**src/rtl/alu_pkg.sv**
```systemverilog
// Shared ALU definitions: opcode constants used by decode and by the multiply
// sequencer, plus the sequencer's state type.
package alu_pkg;

    localparam logic [3:0] ALU_ADD   = 4'b0000;
    localparam logic [3:0] ALU_SLL   = 4'b0001;
    localparam logic [3:0] ALU_SLT   = 4'b0010;
    localparam logic [3:0] ALU_SLTU  = 4'b0011;
    localparam logic [3:0] ALU_XOR   = 4'b0100;
    localparam logic [3:0] ALU_SRL   = 4'b0101;
    localparam logic [3:0] ALU_OR    = 4'b0110;
    localparam logic [3:0] ALU_AND   = 4'b0111;
    localparam logic [3:0] ALU_SUB   = 4'b1000;
    localparam logic [3:0] ALU_SRA   = 4'b1101;
    localparam logic [3:0] ALU_PASS2 = 4'b1110;

    typedef enum logic [1:0] {
        ST_IDLE = 2'd0,
        ST_CALC = 2'd1,
        ST_DONE = 2'd2
    } mul_state_e;

endpackage

```
**src/rtl/alu_mul_seq.sv**
```systemverilog
// Shift-and-add 32x32 multiplier (low half) that borrows the execute-stage ALU's ADD.
// Define ALU_MUL_SEQ_EARLY_EXIT_EN to finish as soon as the remaining multiplier bits are zero.
module alu_mul_seq
    import alu_pkg::*;
#(
    parameter int XLEN = 32
) (
    input  logic            clk,
    input  logic            rst_n,
    input  logic            flush,
    input  logic            start_valid,
    output logic            start_ready,
    input  logic [XLEN-1:0] start_a,
    input  logic [XLEN-1:0] start_b,
    output logic            res_valid,
    input  logic            res_ready,
    output logic [XLEN-1:0] res_data,
    input  logic [XLEN-1:0] ex_rs1,
    input  logic [XLEN-1:0] ex_rs2,
    input  logic [3:0]      ex_func,
    output logic            ex_alu_grant,
    output logic [XLEN-1:0] alu_rs1,
    output logic [XLEN-1:0] alu_rs2,
    output logic [3:0]      alu_func,
    input  logic [XLEN-1:0] alu_out
);

    localparam int CNT_W = $clog2(XLEN);

    mul_state_e      state_q, state_d;
    logic [XLEN-1:0] acc_q, acc_d;
    logic [XLEN-1:0] mcand_q, mcand_d;
    logic [XLEN-1:0] mplier_q, mplier_d;
    logic [CNT_W-1:0] cnt_q, cnt_d;
    logic            res_valid_q, res_valid_d;
    logic [XLEN-1:0] res_data_q, res_data_d;
    logic            calc_last;

`ifdef ALU_MUL_SEQ_EARLY_EXIT_EN
    assign calc_last = (cnt_q == CNT_W'(XLEN - 1)) || (mplier_q[XLEN-1:1] == '0);
`else
    assign calc_last = (cnt_q == CNT_W'(XLEN - 1));
`endif

    always_comb begin
        // NOTE: every variable gets a default before any branch so no latch is inferred.
        state_d     = state_q;
        acc_d       = acc_q;
        mcand_d     = mcand_q;
        mplier_d    = mplier_q;
        cnt_d       = cnt_q;
        res_valid_d = res_valid_q;
        res_data_d  = res_data_q;

        if (flush) begin
            // Abort leaves the datapath alone; only control and the valid flag are cleared.
            state_d     = ST_IDLE;
            res_valid_d = 1'b0;
        end else begin
            unique case (state_q)
                ST_IDLE: begin
                    if (start_valid) begin
                        mcand_d  = start_a;
                        mplier_d = start_b;
                        acc_d    = '0;
                        cnt_d    = '0;
                        state_d  = ST_CALC;
                    end
                end
                ST_CALC: begin
                    if (mplier_q[0]) begin
                        acc_d = alu_out;
                    end
                    mcand_d  = mcand_q << 1;
                    mplier_d = mplier_q >> 1;
                    cnt_d    = cnt_q + CNT_W'(1);
                    if (calc_last) begin
                        state_d     = ST_DONE;
                        res_valid_d = 1'b1;
                        res_data_d  = acc_d;
                    end
                end
                ST_DONE: begin
                    if (res_ready) begin
                        state_d     = ST_IDLE;
                        res_valid_d = 1'b0;
                    end
                end
                default: state_d = ST_IDLE;
            endcase
        end
    end

    // NOTE: sequential state uses non-blocking assignments so every flop samples pre-edge values.
    always_ff @(posedge clk) begin
        if (!rst_n) begin
            state_q     <= ST_IDLE;
            acc_q       <= '0;
            mcand_q     <= '0;
            mplier_q    <= '0;
            cnt_q       <= '0;
            res_valid_q <= 1'b0;
            res_data_q  <= '0;
        end else begin
            state_q     <= state_d;
            acc_q       <= acc_d;
            mcand_q     <= mcand_d;
            mplier_q    <= mplier_d;
            cnt_q       <= cnt_d;
            res_valid_q <= res_valid_d;
            res_data_q  <= res_data_d;
        end
    end

    assign start_ready = (state_q == ST_IDLE) && !flush;
    assign res_valid   = res_valid_q;
    assign res_data    = res_data_q;

    always_comb begin
        ex_alu_grant = 1'b1;
        alu_rs1      = ex_rs1;
        alu_rs2      = ex_rs2;
        alu_func     = ex_func;
        if (state_q == ST_CALC) begin
            ex_alu_grant = 1'b0;
            alu_rs1      = acc_q;
            alu_rs2      = mcand_q;
            alu_func     = ALU_ADD;
        end
    end

endmodule

```
**config.mk**
```make
export PLATFORM = sky130hd
export DESIGN_NAME = alu_mul_seq
export DESIGN_NICKNAME = d
export VERILOG_FILES = /design/src/rtl/alu_pkg.sv /design/src/rtl/alu_mul_seq.sv
export SDC_FILE = /design/constraint.sdc
export NUM_CORES = 1
export LEC_CHECK = 0
export CELL_PAD_IN_SITES_DETAIL_PLACEMENT = 1
export CELL_PAD_IN_SITES_GLOBAL_PLACEMENT = 1
export CORE_MARGIN = 4
export CORE_UTILIZATION = 34
export DETAILED_ROUTE_END_ITERATION = 8
export GPL_TIMING_DRIVEN = 0
export PLACE_DENSITY = 0.83
export SLEW_MARGIN = 20
export SYNTH_ARGS = -nofsm -noshare
export SYNTH_HDL_FRONTEND = slang
export SYNTH_SLANG_ARGS = --single-unit
```
**constraint.sdc**
```tcl
create_clock -name clk -period 4.5 [get_ports clk]
set_clock_uncertainty 0.2 [all_clocks]
set_input_delay 1.35 -clock clk [delete_from_list [all_inputs] [get_ports clk]]
set_output_delay 1.35 -clock clk [all_outputs]
set_load 0.02 [all_outputs]
```
==> results.cfg <==
[sta]
final_period_minus_worst_setup_slack_ns = 4.329
fin_worst_hold_slack_ns = 0.2946
timing.final.max_slew_violations = 0
worst-slew-pin-transition_ns = 0.9422
setup_repair_after_global_routing_missed_its_margin = no
hold_violation_total_from_the_final_report = 0
finalCritPeriodShare_pct = 96.21
final-setup-viol-count = 0
max_freq_mhz = 231.0
max-slew-margin-rel_pct = 36.96

[drt]
remaining_drc_errors = 0
starting_drt_drc_count = 254
via_count = 6865
wl_per_cell_um = 18.39
route.antenna.remaining_nets = 0
drt_pass1_iterations = 4
detail_route.vias_per_cell = 5.135
wirelength_mm = 24.58

[synth]
syn_area_per_cell_um2 = 8.768
postSynthNetCount = 940
synthCells = 769
dominantRegCellSynth = sky130_fd_sc_hd__dfxtp_1
synth_warnings = 0
synth_async_sr_flop_share_pct = 0
count_of_flip_flops_with_a_built_in_enable_after_synthesis = 0
sequential_share_of_the_synthesized_area_pct = 40.38
post_synth_num_cell_types = 33
yosys_register_bits = 136
post_synthesis_cell_area_um2 = 6743

[grt]
met3_routing_resource_usage_after_global_routing_pct = 8.265
grt_util_all_layers_pct = 21.82
groute.layer.met2.usage_pct = 37.67
antenna_found_initial = 1
globalRoute.busiestLayer = met2
overflow = 0
grt_use_met1_pct = 25.93
grt_pass1_wl_mm = 38.70
maximum_number_of_pins_on_one_net_before_global_route_repair = 17
vias_in_the_first_global_route = 7355

[finish]
layout.nets = 1230
utilization_pct = 53.35
final.fill_count = 2270
insertedDiodeCount = 0
most-common-layout-cells = sky130_fd_sc_hd__clkdlybuf4s50_1, sky130_fd_sc_hd__nand2_1, sky130_fd_sc_hd__dfxtp_1, sky130_fd_sc_hd__mux2i_1, sky130_fd_sc_hd__o211a_1
final_non_filler_cell_area_um2 = 10380
layout-area-overhead-vs-synth_pct = 53.98
most_common_cell_after_layout_fill_and_taps_aside = sky130_fd_sc_hd__clkdlybuf4s50_1
post_route_cells_drive_above_1_share_pct = 6.063

[worst_setup_path]
critical_path_peak_fanout = 10
critical_path_required_ns = 2.95
critical-path-max-stage-delay_ns = 0.62
critical_path.slowest_cell = sky130_fd_sc_hd__clkdlybuf4s50_1
critPathCaptureType = output port
crit_chain = buf_2, and2b_1, inv_2, clkbuf_1, and2_1, clkdlybuf4s50_1
crit_path_start_kind = flip-flop
worstPathArrival_ns = 2.78
critPathKind = flip-flop to output port

[clock_tree]
clk_path_buf_depth = 2
cts_clk_pin_slew_worst_paths_ns = 0.06
ctsHtreeMaxLevel = 4
cts_buffers = 17
cts_tree = built
clock_insertion_delay_at_the_later_pin_of_the_skew_report_ns = 0.42
cts-root-buf = sky130_fd_sc_hd__clkbuf_16
cts_num_sinks = 136

[place]
finalWeightedCongestion = 0.7653
placed_area_um2 = 9787
port_buffers = 271
place_hpwl_mm = 18.56

[floorplanning]
die_width_um = 148.8
fp.dieH_um = 148.8
row_count = 51
initial_utilization_pct = 34.64
design.core.area_um2 = 19460
io_pins = 272
dieArea_um2 = 22150

[pwr]
worst_ir_drop_vdd_uv = 231.6
power_density_nw_per_um2 = 317.9
p_leak_uw = 0.004974

[job]
drv_cap = 0

[outcome]
outcome = finished clean

[min_path]
hold_class = flip-flop to flip-flop
==> critical path: cells and delay by family, from the launching register on <==
family	cells	cell delay [ns]
buf+inv	4	1.59
simple gates	2	0.48
flops	1	0.29
==> synth_stat cells, drive strengths merged, types with 2 or more instances <==
master,number,area share [%]
a21boi,4,0.45
a21oi,3,0.22
a32o,32,4.8
and2,5,0.46
buf,40,3.0
clkbuf,34,1.9
dfxtp,136,40
ha,2,0.37
inv,3,0.17
mux2i,96,14
nand2,227,13
nand2b,2,0.19
nand3,63,4.7
nand4,2,0.19
nor2,7,0.50
o211a,94,14
o21ai,5,0.37
o31ai,2,0.22
or2,2,0.19
or4,2,0.22
==> flip-flops by register name (all words and copies together), names as in the netlist <==
register   cells
mplier_q      32
cnt_q          5
res_valid      1
mcand_q       32
acc_q         32
state_q        2
res_data      32
==> metrics by stage <==
step | cells | TNS, ns | power, uW | setup slack (ns)
2_1_floorplan | 769 | 0 | 1590 | 0.9554
3_3_place_gp | 1305 | -0.0004809 | 1900 | -0.0004809
3_5_place_dp | 1305 | -0.001723 | 1911 | -0.001723
4_1_cts | 1337 | 0 | 3334 | 0.05787
5_1_grt | 1337 | 0 | 3440 | 0.04548
6_report | 1337 | 0 | 3301 | 0.1706
==> cells by family (layout without fill, tap and decap cells) <==
family	count (synthesis)	count (layout)	share of synthesized area [%]
flip-flops	136	136	40.38
AND/OR/NAND/NOR	315	315	19.67
multiplexers	96	96	14.25
buffers and inverters	77	380	5.010
AO/OA/AOI/OAI	143	143	20.32
adder cells (fa/ha/maj)	2	2	0.3711
==> per-layer routing <==
layer  vias up  share of wire, %
met5         -             0.045
met2       207                48
met1      3303                42
met4         2              0.97
met3        16               8.8
li1       3337                 -
==> worst paths after layout <==
kind                                 start           end  slack (ns)  depth (start not counted)
worst max register to register    cnt_q[0]  res_data[13]        1.99                          8
worst min register to register   acc_q[26]     acc_q[26]        0.29                          1
worst max-delay path            state_q[0]   alu_func[3]        0.17                          6
worst min-delay path             acc_q[26]     acc_q[26]        0.29                          1
==> cell type report <==
class | count | area [um^2] | share of cell area (%)
Sequential cell | 136 | 2723 | 26.22
Clock inverter | 12 | 137.6 | 1.326
Clock buffer | 20 | 456.7 | 4.399
Buffer | 74 | 329.1 | 3.169
Inverter | 3 | 11.26 | 0.1085
Timing Repair Buffer | 271 | 2711 | 26.11
Tap cell | 265 | 331.6 | 3.194
Multi-Input combinational cell | 556 | 3682 | 35.47
==> power breakdown <==
| group | total, uW | switching [uW] | internal [uW] |
|---|---|---|---|
| sequential | 1280 | 30.8 | 1250 |
| clock | 1420 | 567 | 853 |
| combinational | 601 | 285 | 316 |
==> timing repair <==
item,CTS,global route
resized for setup,1,2
setup endpoints to repair,1,8
hold buffers,0,0
setup buffers,0,0
Power figures use the tool's default switching activity.
